## src/rtl/m68k_bus_sequencer.sv

```systemverilog
// One 68000-style bus cycle (S0..S7 plus wait states) per accepted host request, paced by MCCLK edge strobes.
// Optional bus-error termination is enabled by defining M68K_BERR_EN, which adds the berr_n port.
module m68k_bus_sequencer #(
  parameter int ADDR_WIDTH = 24
) (
  input  logic                  sysclk,
  input  logic                  reset,
  input  logic                  mcclk_rising,
  input  logic                  mcclk_falling,
  input  logic                  dtack_latch,
`ifdef M68K_BERR_EN
  input  logic                  berr_n,
`endif
  input  logic                  req_valid,
  output logic                  req_ready,
  input  logic                  req_rw,
  input  logic                  req_byte,
  input  logic [ADDR_WIDTH-1:0] req_addr,
  input  logic [15:0]           req_wdata,
  output logic                  resp_valid,
  output logic [15:0]           resp_rdata,
  output logic                  resp_err,
  output logic [ADDR_WIDTH-2:0] bus_addr,
  output logic                  bus_as_n,
  output logic                  bus_uds_n,
  output logic                  bus_lds_n,
  output logic                  bus_rw,
  output logic [15:0]           bus_dout,
  output logic                  bus_doe,
  input  logic [15:0]           bus_din
);

  typedef enum logic [3:0] {
    IDLE, ARM, S0, S1, S2, S3, S4, S5, S6, S7
  } state_t;

  state_t                state_reg, state_next;
  logic                  rw_reg, rw_next;
  logic                  byte_reg, byte_next;
  logic [ADDR_WIDTH-1:0] addr_reg, addr_next;
  logic [15:0]           wdata_reg, wdata_next;
  logic                  resp_valid_reg, resp_valid_next;
  logic                  resp_err_reg, resp_err_next;
  logic [15:0]           rdata_reg, rdata_next;
  logic [ADDR_WIDTH-2:0] bus_addr_reg, bus_addr_next;
  logic                  as_n_reg, as_n_next;
  logic                  uds_n_reg, uds_n_next;
  logic                  lds_n_reg, lds_n_next;
  logic                  bus_rw_reg, bus_rw_next;
  logic [15:0]           dout_reg, dout_next;
  logic                  doe_reg, doe_next;

  // Coincident strobes are treated as no edge at all.
  logic rise, fall, berr_hit;
  assign rise = mcclk_rising & ~mcclk_falling;
  assign fall = mcclk_falling & ~mcclk_rising;

`ifdef M68K_BERR_EN
  assign berr_hit = ~berr_n;
`else
  assign berr_hit = 1'b0;
`endif

  // Word transfers use both lanes; byte A0=0 is the upper (UDS) lane.
  logic        uds_sel, lds_sel;
  logic [15:0] lane_data;
  assign uds_sel   = ~byte_reg | ~addr_reg[0];
  assign lds_sel   = ~byte_reg |  addr_reg[0];
  assign lane_data = !byte_reg   ? bus_din :
                     addr_reg[0] ? {8'h00, bus_din[7:0]} : {8'h00, bus_din[15:8]};

  always_ff @(posedge sysclk or posedge reset) begin
    if (reset) begin
      state_reg      <= IDLE;
      rw_reg         <= 1'b1;
      byte_reg       <= 1'b0;
      addr_reg       <= '0;
      wdata_reg      <= '0;
      resp_valid_reg <= 1'b0;
      resp_err_reg   <= 1'b0;
      rdata_reg      <= '0;
      bus_addr_reg   <= '0;
      as_n_reg       <= 1'b1;
      uds_n_reg      <= 1'b1;
      lds_n_reg      <= 1'b1;
      bus_rw_reg     <= 1'b1;
      dout_reg       <= '0;
      doe_reg        <= 1'b0;
    end else begin
      state_reg      <= state_next;
      rw_reg         <= rw_next;
      byte_reg       <= byte_next;
      addr_reg       <= addr_next;
      wdata_reg      <= wdata_next;
      resp_valid_reg <= resp_valid_next;
      resp_err_reg   <= resp_err_next;
      rdata_reg      <= rdata_next;
      bus_addr_reg   <= bus_addr_next;
      as_n_reg       <= as_n_next;
      uds_n_reg      <= uds_n_next;
      lds_n_reg      <= lds_n_next;
      bus_rw_reg     <= bus_rw_next;
      dout_reg       <= dout_next;
      doe_reg        <= doe_next;
    end
  end

  always_comb begin
    state_next      = state_reg;
    rw_next         = rw_reg;
    byte_next       = byte_reg;
    addr_next       = addr_reg;
    wdata_next      = wdata_reg;
    resp_valid_next = 1'b0;
    resp_err_next   = 1'b0;
    rdata_next      = rdata_reg;
    bus_addr_next   = bus_addr_reg;
    as_n_next       = as_n_reg;
    uds_n_next      = uds_n_reg;
    lds_n_next      = lds_n_reg;
    bus_rw_next     = bus_rw_reg;
    dout_next       = dout_reg;
    doe_next        = doe_reg;
    case (state_reg)
      IDLE: if (req_valid) begin
        rw_next    = req_rw;
        byte_next  = req_byte;
        addr_next  = req_addr;
        wdata_next = req_wdata;
        state_next = ARM;
      end
      ARM: if (rise) state_next = S0;
      S0: if (fall) begin
        state_next    = S1;
        bus_addr_next = addr_reg[ADDR_WIDTH-1:1];
        bus_rw_next   = rw_reg;
      end
      S1: if (rise) begin
        state_next = S2;
        as_n_next  = 1'b0;
        if (rw_reg) begin
          uds_n_next = ~uds_sel;
          lds_n_next = ~lds_sel;
        end
      end
      S2: if (fall) begin
        state_next = S3;
        if (!rw_reg) begin
          doe_next  = 1'b1;
          dout_next = byte_reg ? {wdata_reg[7:0], wdata_reg[7:0]} : wdata_reg;
        end
      end
      S3: if (rise) begin
        state_next = S4;
        if (!rw_reg) begin
          uds_n_next = ~uds_sel;
          lds_n_next = ~lds_sel;
        end
      end
      // Wait states: one per MCCLK period until DTACK (or bus error) is seen.
      S4: if (fall) begin
        if (berr_hit) begin
          state_next      = S7;
          as_n_next       = 1'b1;
          uds_n_next      = 1'b1;
          lds_n_next      = 1'b1;
          resp_valid_next = 1'b1;
          resp_err_next   = 1'b1;
        end else if (dtack_latch) begin
          state_next = S5;
        end
      end
      S5: if (rise) state_next = S6;
      S6: if (fall) begin
        state_next      = S7;
        if (rw_reg) rdata_next = lane_data;
        as_n_next       = 1'b1;
        uds_n_next      = 1'b1;
        lds_n_next      = 1'b1;
        resp_valid_next = 1'b1;
      end
      S7: if (rise) begin
        state_next  = IDLE;
        doe_next    = 1'b0;
        bus_rw_next = 1'b1;
      end
      default: state_next = IDLE;
    endcase
  end

  assign req_ready  = (state_reg == IDLE);
  assign resp_valid = resp_valid_reg;
  assign resp_err   = resp_err_reg;
  assign resp_rdata = rdata_reg;
  assign bus_addr   = bus_addr_reg;
  assign bus_as_n   = as_n_reg;
  assign bus_uds_n  = uds_n_reg;
  assign bus_lds_n  = lds_n_reg;
  assign bus_rw     = bus_rw_reg;
  assign bus_dout   = dout_reg;
  assign bus_doe    = doe_reg;

endmodule
```

## config.mk

```make
export PLATFORM = sky130hd
export DESIGN_NAME = m68k_bus_sequencer
export DESIGN_NICKNAME = d
export VERILOG_FILES = /design/src/rtl/m68k_bus_sequencer.sv
export SDC_FILE = /design/constraint.sdc
export NUM_CORES = 1
export LEC_CHECK = 0
export CORE_UTILIZATION = 43
export DETAILED_ROUTE_END_ITERATION = 8
export HOLD_SLACK_MARGIN = 0.12
export MAX_ROUTING_LAYER = met4
export PLACE_DENSITY = 0.75
export RECOVER_POWER = 100
export SYNTH_ARGS = -nofsm -noshare
export SYNTH_HDL_FRONTEND = slang
export SYNTH_SLANG_ARGS = --single-unit
```

## constraint.sdc

```tcl
create_clock -name sysclk -period 3.1 [get_ports sysclk]
set_input_delay 0.465 -clock sysclk [delete_from_list [all_inputs] [get_ports sysclk]]
set_output_delay 0.465 -clock sysclk [all_outputs]
set_load 0.005 [all_outputs]
```

After elaboration in Yosys (flattened, before gate mapping)
Index checks and enable logic that the tools add are counted.

Flip-flop bits (word level): 107. Bits in latches: 0. Memory bits (writable): 0. Bits in read-only memories: 0. Input port bits: 64. Logic and storage cells: 98. Memories: 0.

Add/subtract/negate cells: 0. Multiply operators: 0. Divide/modulo/power cells: 0. $lt $le $gt $ge: 0. Eq/ne operators: 23. Shifts and indexed selects: 0. Mux-type cells: 36. Bitwise operators: 11. Reductions and logical operators: 14.

Operator list (number): $mux W4 (11); $pmux W4 S10 (1); $mux W16 (2); $ne A2 B2 Y1 const B (14); $eq A4 B3 Y1 const B (4); $mux W1 (16); $reduce_and A3 Y1 (4); $reduce_and A11 Y1 (1); $eq A4 B2 Y1 const B (2); $eq A4 B4 Y1 const B (2); $mux W8 (1); $not A1 Y1 (7); $pmux W1 S2 (3); $pmux W1 S3 (2); $reduce_and A6 Y1 (1); $reduce_bool A2 Y1 (3); $eq A4 B1 Y1 const B (1); $logic_not A4 Y1 (1); $reduce_and A2 Y1 (2); $reduce_and A4 Y1 (1); $reduce_bool A3 Y1 (1); $and A1 B1 Y1 (2); $or A1 B1 Y1 (2).

Logic depth before layout (Yosys ltp)
Depth after elaboration: 6. Mapped depth: 7. Depth with buffers taken out: 4.

Worst setup path after synthesis
No wires, ideal clock.

Path type: reg-to-reg. From: reg state_reg[1]. To: reg rdata_reg[10] (netlist: resp_rdata[10]). Library setup time: 0.119 ns. Arrival: 1.874 ns. Required time: 2.981 ns. Setup slack: 1.107 ns. Stages on the path, launching flop included: 8. Buffers on the path: 3. Clock period less this slack: 1.993 ns. Cell sequence: dfrtp_1 -> buf_6 -> or4b_4 -> or4b_1 -> buf_2 -> buf_6 -> nand2_1 -> o21ai_2.

Longest elaborated chain between the ends: 2.

Ends and longest elaborated chain: from (decl) (RTL line 37) `state_t state_reg, state_next;`; from (signal assigned) (RTL line 90) `state_reg <= state_next;`; $eq A4 B4 Y1 (RTL line 124) `case (state_reg)`; $reduce_and A3 Y1 (no source line); to (signal assigned) (RTL line 97) `rdata_reg <= rdata_next;`; to (decl) (RTL line 44) `logic [15:0] rdata_reg, rdata_next;`.

Every way passes these cells. A chain may end at the register's enable or synchronous reset.

Worst setup path after layout
From: in mcclk_rising. To: reg bus_addr_reg[9] (netlist: bus_addr[9]).

Longest elaborated chain between the ends: 3.

Ends and longest elaborated chain: from (decl) (RTL line 8) `input logic mcclk_rising,`; $not A1 Y1 (RTL line 56) `assign fall = mcclk_falling & ~mcclk_rising;`; $and A1 B1 Y1 (RTL line 56); $reduce_and A2 Y1 (no source line); to (signal assigned) (RTL line 98) `bus_addr_reg <= bus_addr_next;`; to (decl) (RTL line 45) `logic [ADDR_WIDTH-2:0] bus_addr_reg, bus_addr_next;`.

Every way passes these cells.

==> key figures <==
Timing
  • Fin Clk Skew: between 10 and 15 ps
  • Final period utilization: 86.4%
  • Fin crit period: between 2000 and 3000 ps
  • PnR worst setup slack: approximately 420 ps
  • RSZ-0062 raised after global routing: no
  • Hold_ws: between 400 and 500 ps
  • Endpoints failing hold: 0
  • Setup violations, final: 0
  • Fmax: roughly 0.37 GHz
  • Final TNS setup: 0 ps
  • Least-Margin Pin Slew: between 1000 and 1500 ps
  • Slew HR: 3.98%
  • Final Slew Violations: 0

Final layout
  • Most common cell after layout, fill and taps aside: dfrtp_1
  • ANT cells: 0
  • Post-layout nets: 513
  • Layout cell share with drive strength beyond 1: about a quarter
  • Max reg flops: 24
  • Design area: roughly 0.0060 mm2
  • Commonest non-fill, non-tap cells in the layout: dfrtp_1 (102), mux2_2 (92), clkdlybuf4s50_1 (63)
  • Area delta synth->final: 32.3%

Synthesis
  • Compound-Gate Fraction of Synth Area: 6.02%
  • Cell area after synthesis: between 0.004 and 0.005 mm2
  • Post-synthesis cell type count: 40
  • Mux contribution to synthesized area: about a quarter
  • Syn avg cell area: roughly 14 um2
  • Synth Area in Adders: 0%
  • Post-synth EDFFs: 0
  • Post-synth ARST share: between 90% and 100%
  • Seq cells post-synth: 107
  • Sequential share of the synthesized area: just under 60%
  • Cell count after synthesis: around 330
  • Post-synthesis simple-gate area fraction: about 7.0%
  • Ys flop type: dfrtp_1
  • Post-synthesis xor/xnor area fraction: 0%
  • Largest family of logic cells by synthesized area: multiplexers
  • Yosys warning total: 0
  • Syn nets: approximately 390

Power and ir drop
  • Clock network power share: between 10% and 20%
  • Combinational Power Share: 35.7%
  • Peak VDD IR: 380 uV
  • Power Density: approximately 810 mW/mm2
  • Leak: roughly 2.7 nW
  • Seq pwr share: between 40% and 50%
  • Switching share of power: 30.1%
  • Psw: 1.46 mW
  • Pint: 3.39 mW

Floorplan
  • Starting Density: ~44%
  • Chip Height: approximately 100 um
  • Core ar.: around 0.010 mm2
  • Row cnt: 37
  • Die X: between 100 and 150 um
  • Die area: between 0.01 and 0.015 mm2
  • Total I/O pin count: roughly 130

Placed design
  • Dpl cell area: roughly 0.0059 mm2
  • GP Congestion: between 0.7 and 0.8
  • Post-Place Setup Slack: approximately 440 ps
  • Port Buf Inserts: approximately 130
  • HPWL after DPL: 6.44 mm

CTS
  • Max H-tree Level: 3
  • Setup Fix Bufs, Post-CTS: 0
  • Sink Count: around 110
  • Clk slew on worst S/H paths: 100 ps
  • Total CTS buffers: 9
  • TritonCTS clock tree: yes
  • Clock Latency Late Sink: about 360 ps
  • Hold-fix buffers, CTS: 0
  • Cts repair resizes: 0
  • Max Buffers Root-to-Sink: 2
  • CTS root buf: clkbuf_8

Global route
  • GRT Residual Overflow: 0
  • Gr usage total: a little under a fifth
  • Global-route wire length before repair: 15.4 mm
  • Initial antenna violation count: 0
  • Largest net degree at the start of global routing: approximately 110
  • Vias in the first global route: ~3100

Critical path
  • CP bufs+invs: 2
  • Crit path DAT: roughly 3000 ps
  • Critical path depth in cells: 5
  • Critical Path, Cell by Cell: dlygate4sd3_1 > nor2b_1 > nand4_1 > clkbuf_1 > mux2_2
  • Slowest-stage cell, CP: clkbuf_1
  • CP top delay family: buffers and inverters
  • Worst Setup End Kind: flip-flop
  • Slowest stage delay, CP: 1000 ps
  • Critical path required time: roughly 3300 ps
  • Crit Path Category: input port to flip-flop
  • Worst Path Max Fanout: 23
  • CP startpoint kind: input port
  • R2R depth: 4

Drt
  • DRT iter0 DRCs: 74
  • Via count: a little under 3000
  • # DRC: 0
  • Post-Route WL: 9.29 mm
  • Via-per-instance ratio: about 5.0
  • DRT antenna net count: 0
  • Wire length per cell: 15.7 um
  • Detailed Routing Iterations Pass 1: 4

Min path
  • Worst Hold Depth: 2
  • Worst min path class: flip-flop to flip-flop

Run
  • Max cap viols: 0

Outcome
  • Status: completed
==> cell families after synthesis <==
| family | after synthesis |
|---|---|
| AO/OA/AOI/OAI | 35 |
| buffers and inverters | 24 |
| flip-flops | 107 |
| multiplexers | 101 |
| other | 1 |
| AND/OR/NAND/NOR | 60 |
==> worst reg2reg max path, cell delays in order (launching register included) <==
cell      delay (ps)
dfrtp_1          640
inv_1            210
nand4_1          140
clkbuf_1        1010
mux2_2           450
==> final cells by class <==
type,instances,area (um2)
repair buffers,130,1280
clock inverters,6,50.0
well taps,136,170
multi-input cells,197,1670
inverters,4,18.8
clock buffers,10,128
flip-flops and latches,107,2680
fillers,859,4280
==> through the flow <==
stage | utilization, % | total power, mW | cells
after floorplan | - | 3.41 | 328
after global placement | 57.4 | 4.18 | 574
final | 58.3 | 4.86 | 590
after detailed placement | 57.4 | 4.28 | 574
after global routing | 58.3 | 5.20 | 590
after CTS | 59.1 | 5.07 | 590
==> metal layers <==
layer	global-route usage [%]	vias up	routed length (um)	part of all wire, %
li1	-	1401	-	-
met1	22.5	1471	4060	44
met2	30.8	70	4740	51
met3	3.99	15	340	3.7
met4	6.24	0	150	1.6
met5	-	-	0	0
==> power by group through the flow <==
stage	logic (mW)	registers (mW)	clock network, mW
floorplan	1.17	2.24	0
global placement	1.83	2.35	0
detailed placement	1.88	2.40	0
CTS	1.89	2.37	0.809
global route	1.90	2.43	0.867
finish	1.73	2.35	0.774
==> synthesized netlist by cell type, drive strengths merged, types with 2 or more instances <==
cell type	number	share of area [%]
nand2b	13	1.8
mux2	93	23
nor4	3	0.41
dfrtp	102	56
nand4	2	0.28
dfstp	5	2.9
nor2	8	0.66
or4b	2	0.52
nand2	22	1.8
mux2i	8	1.8
o21ai	18	3.1
nor3b	2	0.33
a211oi	2	0.33
buf	14	2.0
a31oi	2	0.28
inv	4	0.33
nor2b	4	0.55
clkbuf	6	0.50
a21oi	3	0.33
==> worst paths after layout <==
| path | from | endpoint | slack [ps] |
|---|---|---|---|
| worst max-delay path | mcclk_rising | bus_addr[9] | 420 |
| worst min-delay path | resp_rdata[15] | resp_rdata[15] | 480 |
| worst max register to register | state_reg[0] | bus_addr[9] | 560 |
| worst min register to register | resp_rdata[15] | resp_rdata[15] | 480 |
| max in group asynchronous | reset | addr_reg[18] | 1060 |
| min in group asynchronous | reset | resp_rdata[11] | 1100 |
Power figures use the tool's default switching activity.
